### config.mk
export PLATFORM = sky130hd
export DESIGN_NAME = wb_dcache_flush_ctrl
export DESIGN_NICKNAME = d
export VERILOG_FILES = /design/src/rtl/wb_dcache_flush_ctrl.sv
export SDC_FILE = /design/constraint.sdc
export NUM_CORES = 1
export LEC_CHECK = 0
export BUFFER_PORTS_ARGS = -buffer_cell sky130_fd_sc_hd__buf_4
export CELL_PAD_IN_SITES_DETAIL_PLACEMENT = 1
export CELL_PAD_IN_SITES_GLOBAL_PLACEMENT = 1
export CORE_UTILIZATION = 40
export DETAILED_ROUTE_END_ITERATION = 12
export PLACE_DENSITY = 0.92
export SYNTH_ARGS = -nofsm -noshare
export SYNTH_HDL_FRONTEND = slang
export SYNTH_SLANG_ARGS = --single-unit
### constraint.sdc
create_clock -name clk_i -period 5.7 [get_ports clk_i]
set_clock_uncertainty 0.1 [all_clocks]
set_input_delay 0.285 -clock clk_i [delete_from_list [all_inputs] [get_ports clk_i]]
set_output_delay 0.285 -clock clk_i [all_outputs]
set_load 0.01 [all_outputs]
### src/rtl/wb_dcache_flush_ctrl.sv
// Full-flush sequencer for the write-back data cache: walks every set, writes back
// each valid+dirty line through the writeback port, then invalidates the set.
module wb_dcache_flush_ctrl #(
    parameter int unsigned NumSets  = 256,
    parameter int unsigned NumWays  = 8,
    parameter int unsigned IdxWidth = $clog2(NumSets),
    parameter int unsigned WayWidth = $clog2(NumWays),
    parameter int unsigned CntWidth = 16
) (
    input  logic                clk_i,
    input  logic                rst_ni,
    input  logic                flush_i,
    output logic                busy_o,
    output logic                flush_ack_o,
    output logic                tag_req_o,
    input  logic                tag_gnt_i,
    output logic [IdxWidth-1:0] tag_idx_o,
    input  logic [NumWays-1:0]  valid_i,
    input  logic [NumWays-1:0]  dirty_i,
    output logic                wb_req_o,
    input  logic                wb_gnt_i,
    output logic [IdxWidth-1:0] wb_idx_o,
    output logic [WayWidth-1:0] wb_way_o,
    output logic                inv_req_o,
    input  logic                inv_gnt_i,
    output logic [IdxWidth-1:0] inv_idx_o,
    output logic [CntWidth-1:0] wb_count_o
);

    typedef enum logic [2:0] {
        S_IDLE,
        S_TAG_REQ,
        S_TAG_WAIT,
        S_WRITEBACK,
        S_INVAL,
        S_DONE
    } state_e;

    localparam logic [IdxWidth-1:0] LastIdx = IdxWidth'(NumSets - 1);

    state_e              state_q, state_d;
    logic [IdxWidth-1:0] idx_q, idx_d;
    logic [NumWays-1:0]  pending_q, pending_d;
    logic [CntWidth-1:0] count_q, count_d;

    logic [NumWays-1:0]  line_hits;
    logic [NumWays-1:0]  pending_cleared;
    logic [WayWidth-1:0] low_way;

    assign line_hits = valid_i & dirty_i;

    // x & (x - 1) drops exactly the lowest set bit, i.e. the way just granted.
    assign pending_cleared = pending_q & (pending_q - NumWays'(1));

    // Lowest pending way; scanning downwards lets the last hit win.
    always_comb begin
        low_way = '0;
        for (int i = NumWays - 1; i >= 0; i--) begin
            if (pending_q[i]) begin
                low_way = WayWidth'(i);
            end
        end
    end

    always_ff @(posedge clk_i or negedge rst_ni) begin
        if (!rst_ni) begin
            state_q   <= S_IDLE;
            idx_q     <= '0;
            pending_q <= '0;
            count_q   <= '0;
        end else begin
            state_q   <= state_d;
            idx_q     <= idx_d;
            pending_q <= pending_d;
            count_q   <= count_d;
        end
    end

    always_comb begin
        state_d   = state_q;
        idx_d     = idx_q;
        pending_d = pending_q;
        count_d   = count_q;
        case (state_q)
            S_IDLE: begin
                if (flush_i) begin
                    state_d   = S_TAG_REQ;
                    idx_d     = '0;
                    pending_d = '0;
                    count_d   = '0;
                end
            end
            S_TAG_REQ: begin
                if (tag_gnt_i) begin
                    state_d = S_TAG_WAIT;
                end
            end
            S_TAG_WAIT: begin
                pending_d = line_hits;
                state_d   = (|line_hits) ? S_WRITEBACK : S_INVAL;
            end
            S_WRITEBACK: begin
                if (wb_gnt_i) begin
                    pending_d = pending_cleared;
                    if (count_q != '1) begin
                        count_d = count_q + CntWidth'(1);
                    end
                    if (pending_cleared == '0) begin
                        state_d = S_INVAL;
                    end
                end
            end
            S_INVAL: begin
                if (inv_gnt_i) begin
                    if (idx_q == LastIdx) begin
                        state_d = S_DONE;
                    end else begin
                        idx_d   = idx_q + IdxWidth'(1);
                        state_d = S_TAG_REQ;
                    end
                end
            end
            S_DONE: begin
                state_d = S_IDLE;
            end
            default: begin
                state_d = S_IDLE;
            end
        endcase
    end

    // Requests depend only on state, so each is naturally held until its grant.
    always_comb begin
        busy_o      = (state_q != S_IDLE);
        flush_ack_o = (state_q == S_DONE);
        tag_req_o   = (state_q == S_TAG_REQ);
        wb_req_o    = (state_q == S_WRITEBACK);
        inv_req_o   = (state_q == S_INVAL);
        tag_idx_o   = idx_q;
        wb_idx_o    = idx_q;
        inv_idx_o   = idx_q;
        wb_way_o    = low_way;
        wb_count_o  = count_q;
    end

endmodule

==> results.ini <==
[grt]
antenna_found_initial=0
grt_max_degree=36
grt_usage_pct=24.3
grt_first_pass_wirelength_um=11100
globalRouteOverflowTotal=0
first_global_vias=2142

[power_and_ir_drop]
power.switching_mw=0.482
leakagePower_nw=1.26
p_comb_share_pct=46.6
power.share.sequential_pct=35.4
power_mw=1.13
irDropWorstVdd_mv=0.194
cellPowerDensity_nw_per_um2=413
switching_share_pct=42.7
p_int_mw=0.646
p_clk_share_pct=18.0

[cts]
cts_sinks=35
cts_tree=done
cts_buffers=5
path_clk_slew_ns=0.07
cts_htree_levels=2
clockBufferDepth=2
root_buffer=clkbuf_8
clock_latency_ns=0.29
postCtsSetupBuffers=0

[critical_path]
setup.worst_path.start=wb_count_o[0]$_DFFE_PN0P_
critPathArrivalTime_ns=2.27
path_max_fanout=10
worst_ep_required_time_ns=5.77
reg2reg_from=wb_count_o[0]$_DFFE_PN0P_
r2r_cells=6
end_kind=flip-flop
critPathKind=flip-flop to flip-flop
critPathLaunchType=flip-flop

[logic_synthesis]
synth_top_area_share_pct=40.0
syn_inst=242
synth.avg_cell_area_um2=9.04
yosys.area_share.simple_pct=25.2
yosysUniqueCellTypes=46
synth-seq-cells=35
synth.most_common_cell=dfrtp_1
synth_nets=266
ys.warnings.count=0
synth.area.mux_share_pct=1.43
ys_async_sr_fraction_pct=100
synth_top_family_by_area=simple AND/OR/NAND/NOR gates
synthAdderAreaFrac_pct=1.14
synth_top_cell_by_area=dfrtp_1
synth_compound_area_share_pct=15.4
yosysSeqAreaShare_pct=40.0
synth_commonest_cells=35 x dfrtp_1, 26 x nor2_1, 17 x buf_4
synth-main-ff-cell=dfrtp_1
synth-xor-area-share_pct=6.80
netlist_top_cells_area=dfrtp_1 40%, buf_4 5.8%, nor2_1 4.5%
synth-edff-count=0
syn_area_um2=2190

[place]
place.gp.congestion=0.863
dp_slack_ns=3.52
post-dp-hpwl_um=4670
port_buffers=69

[detailed_routing]
wl_um=6560
ant_nets=0
firstDrtPassIters=4
drc_errors=0
wl_per_cell_um=17.9
vias=2100
drt-initial-drc-count=146
viasPerCell=5.72

[timing]
fmax_mhz=456
slew_headroom_pct=24.7
finalHoldViolCount=0
fin_ws_ns=3.51
rsz0062_at_grt=false
setup_tns_ns=0
setup-violations-final=0
holdWs_ns=0.101
worst_pin_slew_ns=1.12
period_share_pct=38.5
maxSlewViolCount=0
period_needed_ns=2.19

[layout]
nFillCells=606
diodes=0
fin_nets=320
area_delta_synth_final_pct=24.9
fin_util_pct=52.9
drive_gt1_share_pct=28.3

[die]
die_y_um=76.0
io_pins=70
core_um2=5170
start_util_pct=42.3
dieWidth_um=76.0
die_area_um2=5770
num_rows=26

[run_status]
status=complete, no violations

[min_path]
hold_path_depth=2
hold_start=inv_gnt_i
hold_path.class=input port to flip-flop

[job]
cap_violations=0

## critical path: stages, from the launching register on
cell and delay, ns:
dfrtp_1 0.44, ha_1 0.23, nand4_1 0.22, nor4_2 0.63, or4_1 0.23, xor2_1 0.17
nor2_1 0.06
## stage by stage
stage	instances	instance area, um2
3_5_place_dp	358	2620
6_report	367	2730
4_1_cts	367	2730
2_1_floorplan	242	2190
5_1_grt	367	2730
3_3_place_gp	358	2620
## cells in the final DEF, fill, tap and decap left out, types with 7 or more instances in the layout
cell / count
a21oi_1: 8
a32o_1: 7
buf_4: 70
clkbuf_8: 7
dfrtp_1: 35
inv_1: 11
nand2_1: 15
nand3_1: 10
nor2_1: 26
nor3_1: 13
o21ai_0: 14
xnor2_1: 10
xor2_1: 7
## final cells by class
class	instances	area, um2	area share [%]
inverter	11	41.3	1.51
multi-input combinational	172	1090	40.0
tap	70	87.6	3.20
clock buffer	8	100	3.66
sequential	35	876	32.0
timing repair buffer	71	536	19.6
## flip-flops by register name, indices dropped and copies added, names as in the netlist
register    cells
inv_idx_o       8
pending_q       8
state_q         3
wb_count_o     16
## cells by family after synthesis
kind of cell,Yosys count
XOR/XNOR,17
flip-flops,35
AND/OR/NAND/NOR,103
adder cells (fa/ha/maj),2
multiplexers,3
AO/OA/AOI/OAI,47
buffers and inverters,35
## routing by layer
| layer | up-vias | GRT usage, % | wire length (um) | share of wire, % |
|---|---|---|---|---|
| met1 | 1068 | 30.6 | 2830 | 43 |
| met5 | - | 0 | 0 | 0 |
| met4 | 0 | 6.92 | 56 | 0.85 |
| met2 | 52 | 41.5 | 3440 | 52 |
| li1 | 974 | - | - | - |
| met3 | 6 | 5.42 | 231 | 3.5 |
## worst paths after layout
check | slack [ns] | endpoint
worst max-delay path | 3.51 | wb_count_o[7]$_DFFE_PN0P_
worst min-delay path | 0.10 | state_q[2]$_DFFE_PN0P_
worst max register to register | 3.51 | wb_count_o[7]$_DFFE_PN0P_
worst min register to register | 0.45 | pending_q[6]$_DFFE_PN0P_
max in group asynchronous | 4.78 | wb_count_o[14]$_DFFE_PN0P_
min in group asynchronous | 0.39 | pending_q[3]$_DFFE_PN0P_
## power by group through the flow
stage	logic, mW	registers, mW	clock network [mW]
2_1_floorplan	0.376	0.354	0
3_3_place_gp	0.493	0.391	0
3_5_place_dp	0.511	0.401	0
4_1_cts	0.526	0.397	0.206
5_1_grt	0.578	0.409	0.218
6_report	0.526	0.399	0.203
## timing repair
| item | 4_1_cts | 5_1_grt |
|---|---|---|
| endpoints found under the hold margin | 35 | 0 |
| resized for setup | 0 | 0 |
| hold buffers | 1 | 0 |
(Power assumes the default switching activity.)
